File: config.mk
export PLATFORM = sky130hd
export DESIGN_NAME = cipher_stream_ctrl
export DESIGN_NICKNAME = d
export VERILOG_FILES = /design/src/rtl/cipher_stream_ctrl.sv
export SDC_FILE = /design/constraint.sdc
export NUM_CORES = 1
export LEC_CHECK = 0
export ABC_AREA = 1
export BUFFER_PORTS_ARGS = -buffer_cell sky130_fd_sc_hd__buf_2
export CAP_MARGIN = 20
export CORE_ASPECT_RATIO = 1.2
export CORE_MARGIN = 1
export CORE_UTILIZATION = 58
export DETAILED_ROUTE_END_ITERATION = 7
export GPL_TIMING_DRIVEN = 1
export PLACE_DENSITY = 0.91
export SLEW_MARGIN = 20
export SYNTH_ARGS = -nofsm -noshare
export SYNTH_HDL_FRONTEND = slang
export SYNTH_SLANG_ARGS = --single-unit
File: constraint.sdc
create_clock -name clk -period 5.3 [get_ports clk]
set_clock_uncertainty 0.05 [all_clocks]
set_input_delay 1.06 -clock clk [delete_from_list [all_inputs] [get_ports clk]]
set_output_delay 1.06 -clock clk [all_outputs]
set_load 0.05 [all_outputs]
File: src/rtl/cipher_stream_ctrl.sv
// Vigenere-style byte stream cipher: a key table of SEC_LEN ASCII letters
// shifts letter bytes of a message forward (encrypt) or back (decrypt).
// One input byte per cycle, one registered output stage, valid/ready on both
// sides, and a done pulse after the last output byte leaves.

// Per-byte transform: key byte -> shift, then rotate a letter within its case.
module cipher_byte_xform (
  input  logic [7:0] c,
  input  logic [7:0] k,
  input  logic       dec,
  output logic [7:0] y,
  output logic       is_alpha
);
  logic       c_up, c_lo, k_up, k_lo;
  logic [4:0] s, off;
  logic [5:0] sum;
  logic [7:0] base;

  assign c_up     = (c >= 8'h41) && (c <= 8'h5a);
  assign c_lo     = (c >= 8'h61) && (c <= 8'h7a);
  assign k_up     = (k >= 8'h41) && (k <= 8'h5a);
  assign k_lo     = (k >= 8'h61) && (k <= 8'h7a);
  assign is_alpha = c_up || c_lo;

  // Shift amount, rotation within 0..25, and the re-based result byte.
  always_comb begin
    s    = 5'd0;
    base = 8'h61;
    off  = 5'd0;
    sum  = 6'd0;
    y    = c;
    if (k_up)      s = 5'(k - 8'h41);
    else if (k_lo) s = 5'(k - 8'h61);
    if (c_up) base = 8'h41;
    off = 5'(c - base);
    // operands stay below 52, so a single conditional subtract wraps them
    if (dec) sum = {1'b0, off} + 6'd26 - {1'b0, s};
    else     sum = {1'b0, off} + {1'b0, s};
    if (sum >= 6'd26) sum = sum - 6'd26;
    if (is_alpha) y = base + {3'b000, sum[4:0]};
  end
endmodule

module cipher_stream_ctrl #(
  parameter  int SEC_LEN = 3,
  parameter  int LEN_W   = 8,
  localparam int AW      = (SEC_LEN > 1) ? $clog2(SEC_LEN) : 1
) (
  input  logic             clk,
  input  logic             rst,
  input  logic             mode,
  input  logic             start,
  input  logic [LEN_W-1:0] msg_len,
  input  logic             key_we,
  input  logic [AW-1:0]    key_addr,
  input  logic [7:0]       key_data,
  input  logic             in_valid,
  input  logic [7:0]       in_data,
  output logic             in_ready,
  output logic             out_valid,
  output logic [7:0]       out_data,
  input  logic             out_ready,
  output logic             busy,
  output logic             done
);
  typedef enum logic [1:0] {S_IDLE, S_RUN, S_DRAIN, S_DONE} state_t;

  state_t                      state_q, state_d;
  logic                        mode_q;
  logic [LEN_W-1:0]            len_q, cnt_q;
  logic [AW-1:0]               key_idx_q;
  logic [SEC_LEN-1:0][7:0]     key_mem;
  logic [7:0]                  cur_key, xf_byte;
  logic                        xf_alpha;
  logic                        in_xfer, out_xfer, last_in, accept;

  assign in_ready = (state_q == S_RUN) && (!out_valid || out_ready);
  assign in_xfer  = in_valid && in_ready;
  assign out_xfer = out_valid && out_ready;
  assign last_in  = (cnt_q == len_q - LEN_W'(1));
  assign accept   = (state_q == S_IDLE) && start;

  // Select the key byte in use; a mux loop keeps SEC_LEN=1 index-width clean.
  always_comb begin
    cur_key = 8'h41;
    for (int i = 0; i < SEC_LEN; i++)
      if (key_idx_q == AW'(i)) cur_key = key_mem[i];
  end

  cipher_byte_xform u_xf (
    .c        (in_data),
    .k        (cur_key),
    .dec      (mode_q),
    .y        (xf_byte),
    .is_alpha (xf_alpha)
  );

  // State register.
  always_ff @(posedge clk) begin
    if (rst) state_q <= S_IDLE;
    else     state_q <= state_d;
  end

  // Next-state and status outputs.
  always_comb begin
    state_d = state_q;
    busy    = 1'b0;
    done    = 1'b0;
    case (state_q)
      S_IDLE: begin
        if (start) state_d = (msg_len == '0) ? S_DONE : S_RUN;
      end
      S_RUN: begin
        busy = 1'b1;
        if (in_xfer && last_in) state_d = S_DRAIN;
      end
      S_DRAIN: begin
        busy = 1'b1;
        if (out_xfer) state_d = S_DONE;
      end
      S_DONE: begin
        done    = 1'b1;
        state_d = S_IDLE;
      end
      default: state_d = S_IDLE;
    endcase
  end

  // Message context: mode/length latch, byte count, key index.
  always_ff @(posedge clk) begin
    if (rst) begin
      mode_q    <= 1'b0;
      len_q     <= '0;
      cnt_q     <= '0;
      key_idx_q <= '0;
    end else if (accept && (msg_len != '0)) begin
      mode_q    <= mode;
      len_q     <= msg_len;
      cnt_q     <= '0;
      key_idx_q <= '0;
    end else if (in_xfer) begin
      cnt_q <= cnt_q + LEN_W'(1);
      // only letters consume a key byte
      if (xf_alpha)
        key_idx_q <= (key_idx_q == AW'(SEC_LEN - 1)) ? '0 : key_idx_q + AW'(1);
    end
  end

  // Key table: written only while idle; out-of-range addresses match nothing.
  always_ff @(posedge clk) begin
    if (rst) begin
      for (int i = 0; i < SEC_LEN; i++) key_mem[i] <= 8'h41;
    end else if ((state_q == S_IDLE) && key_we) begin
      for (int i = 0; i < SEC_LEN; i++)
        if (key_addr == AW'(i)) key_mem[i] <= key_data;
    end
  end

  // Output register: loads on input transfer, empties on output transfer.
  always_ff @(posedge clk) begin
    if (rst) begin
      out_valid <= 1'b0;
      out_data  <= 8'h00;
    end else if (in_xfer) begin
      out_valid <= 1'b1;
      out_data  <= xf_byte;
    end else if (out_xfer) begin
      out_valid <= 1'b0;
    end
  end
endmodule

# Word-level counts from Yosys, hierarchy flattened

Index checks and enable logic that the tools add are counted.

Input port bits: 33
Output and inout port bits: 12
Register bits after elaboration: 54
Logic and storage cells: 87

Equal/unequal tests: 11
$add $sub $neg: 11
Reduce and logical (&&, ||, !) cells: 27
Multiplexer cells: 19
Order comparisons: 9

Operators with widths:

| kind                                                                              | count |
|---|---|
| 8-bit by 7-bit >= comparator with 1-bit output (second input constant)            | 4 |
| 8-bit by 7-bit less-or-equal comparator with 1-bit output (second input constant) | 4 |
| 8-bit 2-to-1 mux                                                                  | 4 |
| 5-bit 2-to-1 mux                                                                  | 3 |
| 6-bit 2-to-1 mux                                                                  | 2 |
| 1-bit logical AND                                                                 | 11 |
| 2-bit 2-to-1 mux                                                                  | 5 |
| 5-bit by 1-bit subtractor with 5-bit output (second input constant)               | 2 |
| 7-bit by 5-bit adder with 8-bit output                                            | 1 |
| 8-bit by 1-bit adder with 8-bit output (second input constant)                    | 1 |
| 2-bit equality test (second input constant)                                       | 4 |
| 8-bit equality test                                                               | 1 |
| 8-bit zero test                                                                   | 1 |
| 2-bit one-hot mux with 4 select lines                                             | 1 |
| 2-bit AND reduction                                                               | 4 |
| 8-bit nonzero test                                                                | 1 |
| 8-bit by 1-bit subtractor with 8-bit output (second input constant)               | 1 |
| 5-bit by 5-bit adder with 6-bit output                                            | 1 |
| 5-bit by 5-bit adder with 6-bit output (second input constant)                    | 1 |
| 2-bit by 1-bit equality test with 1-bit output (second input constant)            | 3 |
| 6-bit by 5-bit >= comparator with 1-bit output (second input constant)            | 1 |
| 2-bit zero test                                                                   | 3 |
| 6-bit by 5-bit subtractor with 6-bit output                                       | 1 |
| 5-bit subtractor                                                                  | 1 |
| other kinds (10)                                                                  | 16 |

# Depth between registers and ports, before layout

Gate-level depths: netlist of the first run.

Word-level depth: 14
Mapped depth: 33
Mapped depth without buffers: 33

# By module

A second synthesis of the first run with hierarchy kept.

Cell total of the unflattened synthesis: 593
Area, all modules: 3,773.6 µm²

Modules (own cells, without submodules):

| module             | cells each | instances | sequential area each (µm²) | area each (µm²) |
|---|---|---|---|---|
| cipher_stream_ctrl | 384        | 1         | 1,081.0                    | 2,563.7 |
| cipher_byte_xform  | 209        | 1         | 0.0                        | 1,209.9 |

# Worst setup path before layout of the first run

Ideal clock, no wire load.

Kind: flip-flop to flip-flop
From: register key_idx_q[0]
To: register out_data[4]
Data required time: 5.180 ns
Library setup time: 0.070 ns
Stages on the path, launching flop included: 25
Period minus slack after synthesis: 3.987 ns
Setup slack: 1.313 ns
Data arrival time: 3.867 ns
Path buffers: 0
Path through: dfxtp_1 > nor2_1 > a22o_1 > a21oi_2 > nand2_1 > a311oi_1 > o21ai_1 > a21oi_1 > ha_1 > ha_1 > inv_1 > fa_1 > or2_4 > nand3_2 > nand3_2 > o21bai_4 > nand2_1 > nand2_1 > ha_1 > nand3_1 > nor2_2 > nand2_1 > nand3_1 > nand2_1 > a21oi_1

Word-level cells in the longest chain between the ends: 14
Elaborated cells between the ends (all ways): 24

RTL lines:

| element                                                                                                                     | line   | source |
|---|---|---|
| start, declared                                                                                                             | 71     | `logic [AW-1:0] key_idx_q;` |
| start signal, assigned                                                                                                      | 145    | `key_idx_q <= (key_idx_q == AW'(SEC_LEN - 1)) ? '0 : key_idx_q + AW'(1);` |
| 2-bit zero test                                                                                                             | 87     | `if (key_idx_q == AW'(i)) cur_key = key_mem[i];` |
| 8-bit 2-to-1 mux (2 in series)                                                                                              | 87     |  |
| 8-bit 2-to-1 mux (*)                                                                                                        | 87     |  |
| 8-bit by 7-bit >= comparator with 1-bit output or 8-bit by 7-bit less-or-equal comparator with 1-bit output (tied branches) | 22     | `assign k_lo = (k >= 8'h61) && (k <= 8'h7a);` |
| 1-bit logical AND                                                                                                           | 22     |  |
| 5-bit 2-to-1 mux                                                                                                            | 33     | `else if (k_lo) s = 5'(k - 8'h61);` |
| 5-bit 2-to-1 mux (*)                                                                                                        | 32     | `if (k_up) s = 5'(k - 8'h41);` |
| 6-bit by 5-bit subtractor with 6-bit output or 5-bit by 5-bit adder with 6-bit output (tied branches)                       | 37, 38 |  |
| 6-bit 2-to-1 mux (*)                                                                                                        | 37     | `if (dec) sum = {1'b0, off} + 6'd26 - {1'b0, s};` |
| 5-bit subtractor or 6-bit by 5-bit >= comparator with 1-bit output (tied branches)                                          | 39     | `if (sum >= 6'd26) sum = sum - 6'd26;` |
| 5-bit 2-to-1 mux (*)                                                                                                        | 39     |  |
| 7-bit by 5-bit adder with 8-bit output (*)                                                                                  | 40     | `if (is_alpha) y = base + {3'b000, sum[4:0]};` |
| 8-bit 2-to-1 mux (*)                                                                                                        | 40     |  |
| end signal, assigned                                                                                                        | 166    | `out_data <= xf_byte;` |
| end, declared                                                                                                               | 61     | `output logic [7:0] out_data,` |

Mark *: on every way between the ends. The rest lies on a longest branch, timed or not.
A chain may end at the register's enable or synchronous reset.

# Worst setup path in the final report of the first run

Ends and elaborated chain as after synthesis.

==> results of run 1 <==
[area by class of cell]
class,instances,share of cell area (%)
inverter,82,7.95
timing repair buffer,43,5.56
clock buffer,6,1.87
multi-input combinational,378,54.1
tap,80,2.58
clock inverter,2,1.55
sequential,51,26.4
[metrics by stage]
step                      hold slack [ps]  area, sq um
after floorplan                       379         3460
after global placement                390         3740
after detailed placement              398         3740
after CTS                             423         3870
after global routing                  436         3870
final                                 425         3870
[worst max path at each step]
stage / startpoint / endpoint / slack [ps] / cells after the start
after floorplan: key_idx_q[0]$_SDFFE_PP0P_ / out_data[4]$_SDFFE_PP0P_ / 1310 / 24
after global placement: in_data[0] / out_data[1]$_SDFFE_PP0P_ / 890 / 22
after detailed placement: key_idx_q[0]$_SDFFE_PP0P_ / out_data[4]$_SDFFE_PP0P_ / 770 / 26
after CTS: key_idx_q[0]$_SDFFE_PP0P_ / out_data[4]$_SDFFE_PP0P_ / 730 / 26
after global routing: key_idx_q[0]$_SDFFE_PP0P_ / out_data[4]$_SDFFE_PP0P_ / 230 / 26
final: key_idx_q[0]$_SDFFE_PP0P_ / out_data[4]$_SDFFE_PP0P_ / 690 / 26
[cell families after synthesis]
group / share of synthesized area [%]
adder cells (fa/ha/maj): 10.6
AO/OA/AOI/OAI: 15.6
AND/OR/NAND/NOR: 30.4
XOR/XNOR: 4.05
flip-flops: 29.5
buffers and inverters: 9.91
[metal layers]
metal / track usage (%) / up-vias / part of all wire (%)
met1: 32.3 / 1604 / 43
met2: 49.8 / 99 / 50
met3: 3.60 / 16 / 4.6
met5: 0 / - / 0
li1: - / 1761 / -
met4: 9.80 / 0 / 2.2
[synth_stat cells (5+ instances only)]
library cell	instances
xor2_1	12
o211ai_1	5
nand2_1	90
dfxtp_1	51
o21ai_1	7
nor2_1	69
nand3_1	41
inv_1	77
clkbuf_1	8
ha_1	26
nand4_1	7
nor3_1	7
a21oi_1	32
o21ai_0	42
[power by group]
part	internal [W]	switching, W
clock	0.000189	0.000129
sequential	0.000442	0.0000433
combinational	0.000348	0.000687
[critical path, delay by kind of cell, from the launching register on]
kind	cells	cell delay, ps
compound gates	5	980
buf+inv	3	300
fa+ha+maj	4	1170
simple gates	14	1690
flops	1	360
[registers in the layout, summed over array words and instances, names as in the netlist]
signal     count
cnt_q          8
key_idx_q      2
key_mem       21
len_q          8
mode_q         1
out_data       8
out_valid      1
state_q        2
==> results.ini, run 1 <==
[global_route]
grt_use_total_pct = 27.3
grt_pass1_wl_um = 13700
overflow = 0
grt_max_degree = 38
grt_pass1_vias = 3270
antenna_found_initial = 0

[clock_tree]
cts_tree = built
cts-root-buf = clkbuf_8
hold_buffers = 0
clock_sinks = 51
clock_latency_ps = 310
cts_buffers = 5
clockBufferDepth = 2
cts-resized-gates = 0
clk_pin_slew_ps = 100
htreeDepth = 2
post_cts_buffers = 0

[worst_setup_path]
crit_top_cell = nand2_1
ff2ff_path_depth = 26
slowest_delay_ps = 410
path_class = register to register
cp-end-kind = register
r2r_end = out_data[4]$_SDFFE_PP0P_
rrSetupSlack_ps = 690
path_max_fanout = 6
critPathLaunchType = register
required_ps = 5500
rr_startpoint = key_idx_q[0]$_SDFFE_PP0P_
critPathSlowestCell = fa_1
cp.arrival_ps = 4810

[final_layout]
syn2layout_area_growth_pct = 11.9
finalNonFillerCells = 642
most-common-layout-cells = 90 x nand2_1, 77 x inv_1, 69 x nor2_1
num_antenna_cells = 0
drive_gt1_share_pct = 12.5
final_common_cell = nand2_1
multiInputGateArea_sq_um = 2100
register_area_sq_um = 1020
finish.utilization_pct = 67.9
fillerInstances = 499
layout.nets = 622

[synthesis]
synth_fp_nets = 581
synth-seq-cells = 51
syn_area_sq_um = 3460
yosysSeqAreaShare_pct = 29.5
synth.distinct_cells = 40
synth_ff_type = dfxtp_1
syn_inst = 520
yosysWarnings = 0
syn_avg_cell_area_sq_um = 6.65
async_reset_ff_share_pct = 0
synth_top_area_cell = dfxtp_1
synth-edff-count = 0
synth_top_area_share_pct = 29.5
netlist_top_cells_area = dfxtp_1 30%, nand2_1 9.8%, ha_1 9.4%

[route]
vias_per_cell = 5.42
wl_per_cell_um = 12.6
routed_wl_um = 8100
firstDrtPassIters = 5
drc = 0
drt_iter0_markers = 279
vias = 3480
antenna_left = 0

[place]
hpwlAfterDp_um = 6050
preCtsSetupSlack_ps = 772
port_buffers = 43
dp.cells = 634
place.gp.congestion = 0.913

[hold_path]
hold_depth = 2
holdPathEnd = key_mem[16]$_SDFFE_PP1P_
min_from = key_mem[16]$_SDFFE_PP1P_
min-delay-path-class = register to register

[sta]
setup_tns_ps = 0
hold_viol_final = 0
setup_slack_ps = 686
final_max_slew_viol_count = 0
final.min_clock_period_ps = 4610
relSlewSlack_pct = 34.7
rsz0062_at_grt = false
setup_viol = 0
worstMarginPinSlew_ps = 978
max_freq_mhz = 217
period_share_pct = 87.1

[die]
core-area_sq_um = 5710
ios = 45
die_w_um = 72.5
die_y_um = 86.6
die_area_sq_um = 6280
initial_utilization_pct = 60.6
rows = 30

[power_and_ir_drop]
p_total_w = 0.00184
leakage_nw = 1.94
p_per_area_nw_per_um2 = 475
ir_drop_mv = 0.432

[run]
drv_cap = 0

[run_status]
status = complete, no violations

Note: power is estimated with default switching activity, not from simulation.
==> inputs of run 2 (changes only) <==
- MAX_ROUTING_LAYER: default -> met4
==> run 2 against run 1 <==
  * Worst setup slack worse by 36 ps
  * Combinational power hardly changed
  * Critical path depth unchanged
  * Register-to-register slack worse by 40 ps
  * Sequential cell count stayed put
  * Routed wire length fell by 3.0%
  * Worst hold slack lost 13 ps
  * Clock-buffer cell count rose by 2
  * Via count shrank 1.4%
  * Critical endpoint unchanged
  * Largest cell class unchanged
  * Highest routed layer unchanged
==> results.ini, run 2 (synthesis results as in run 1) <==
[clock_tree]
cts-root-buf = clkbuf_8
clock_sinks = 51
cts_tree = built
hold_buffers = 0
clk_pin_slew_ps = 90
clockBufferDepth = 2
cts_buffers = 5
post_cts_buffers = 0
htreeDepth = 2
clock_latency_ps = 300
cts-resized-gates = 0

[power_and_ir_drop]
p_per_area_nw_per_um2 = 459
ir_drop_mv = 0.363
leakage_nw = 1.92

[hold_path]
min-delay-path-class = register to register
hold_depth = 2
holdPathEnd = key_mem[7]$_SDFFE_PP0P_
min_from = key_mem[7]$_SDFFE_PP0P_

[worst_setup_path]
path_max_fanout = 6
crit_top_cell = nand2_1
r2r_end = out_data[4]$_SDFFE_PP0P_
path_class = register to register
rrSetupSlack_ps = 650
cp.arrival_ps = 4830
critPathSlowestCell = fa_1
crit_buf_inv = 3
worstSetupPathDepth = 26
required_ps = 5480
critPathLaunchType = register
slowest_delay_ps = 420
cp-end-kind = register
cpLargestDelayFamily = simple AND/OR/NAND/NOR gates
ff2ff_path_depth = 26
rr_startpoint = key_idx_q[0]$_SDFFE_PP0P_

[route]
drc = 0
wl_per_cell_um = 12.2
vias = 3430
antenna_left = 0
drt_iter0_markers = 266
routed_wl_um = 7860
vias_per_cell = 5.34
firstDrtPassIters = 5

[sta]
period_share_pct = 87.8
hold_viol_final = 0
max_freq_mhz = 215
worstMarginPinSlew_ps = 899
setup_tns_ps = 0
final_max_slew_viol_count = 0
final.min_clock_period_ps = 4650
rsz0062_at_grt = false
setup_viol = 0
relSlewSlack_pct = 40.0

[global_route]
antenna_found_initial = 0
grt_use_total_pct = 27.8
grt_pass1_wl_um = 13600
grt_max_degree = 38
grt_pass1_vias = 3235
overflow = 0

[place]
port_buffers = 43
hpwlAfterDp_um = 6120
place.gp.congestion = 0.896

[final_layout]
multiInputGateArea_sq_um = 2100
most-common-layout-cells = 90 x nand2_1, 77 x inv_1, 69 x nor2_1
largest_reg_flops = 21
largest-register = key_mem
register_area_sq_um = 1020
fillerInstances = 476
finish.utilization_pct = 67.3
num_antenna_cells = 0
final_common_cell = nand2_1
layout.nets = 622
drive_gt1_share_pct = 12.5
syn2layout_area_growth_pct = 11.0

[die]
die_y_um = 86.6
core-area_sq_um = 5710
die_area_sq_um = 6280
ios = 45
rows = 30
die_w_um = 72.5
initial_utilization_pct = 60.6

[run_status]
status = complete, no violations

[run]
drv_cap = 0

## run 2: cell types whose count changed in the layout (fill, tap and decap cells not counted)
cell,before,now
clkbuf_8,5,7
bufinv_16,2,0
## run 2: how the worst max path moves through the flow
stage | end | from
finish | out_data[4]$_SDFFE_PP0P_ | key_idx_q[0]$_SDFFE_PP0P_
global route | out_data[4]$_SDFFE_PP0P_ | key_idx_q[0]$_SDFFE_PP0P_
global placement | out_data[1]$_SDFFE_PP0P_ | in_data[0]
CTS | out_data[4]$_SDFFE_PP0P_ | key_idx_q[0]$_SDFFE_PP0P_
floorplan | out_data[4]$_SDFFE_PP0P_ | key_idx_q[0]$_SDFFE_PP0P_
detailed placement | out_data[4]$_SDFFE_PP0P_ | in_data[0]
## run 2: routing by layer
metal	wire length, um	GRT usage [%]	part of all wire, %	vias up
li1	-	-	-	1766
met1	3440	32.2	44	1542
met2	3940	49.2	50	108
met3	353	2.91	4.5	14
met4	126	10.2	1.6	0
met5	0	-	0	-
## run 2: stage by stage
step | cells | setup WS, ps | power [W] | instance area [sq um] | hold slack (ps)
after floorplan | 520 | 1310 | 0.00131 | 3460 | 379
after global placement | 634 | 869 | 0.00145 | 3740 | 390
after detailed placement | 634 | 672 | 0.00151 | 3740 | 395
after CTS | 642 | 694 | 0.00175 | 3840 | 413
after global routing | 642 | 291 | 0.00191 | 3840 | 437
final | 642 | 649 | 0.00176 | 3840 | 412
## run 2: cell type report
cell class | instances | share of cell area (%)
well taps | 80 | 2.61
repair buffers | 43 | 5.60
clock buffers | 8 | 2.61
multi-input cells | 378 | 54.6
flip-flops and latches | 51 | 26.6
inverters | 82 | 8.02
## run 2: where the power goes
part / internal [W] / switching, W / leakage, nW
clock network: 0.000119 / 0.000122 / 0.0515
registers: 0.000442 / 0.0000416 / 0.416
logic: 0.000348 / 0.000689 / 1.46
total: 0.000909 / 0.000853 / 1.92
## run 2: worst register-to-register path, stage by stage, from the launching register on
cell	delay [ps]
dfxtp_1	360
nor2_1	330
inv_1	140
o22ai_1	260
nor2_1	120
nand2_1	100
nor2_1	50
inv_1	90
o21ai_1	110
a21oi_1	300
ha_1	330
ha_1	230
inv_1	80
fa_1	420
or2_4	270
nand3_2	90
nand3_2	110
o21bai_4	180
nand2_1	70
nand2_1	100
ha_1	210
nand3_1	140
nor2_2	130
nand2_1	70
nand3_1	80
nand2_1	60
a21oi_1	120
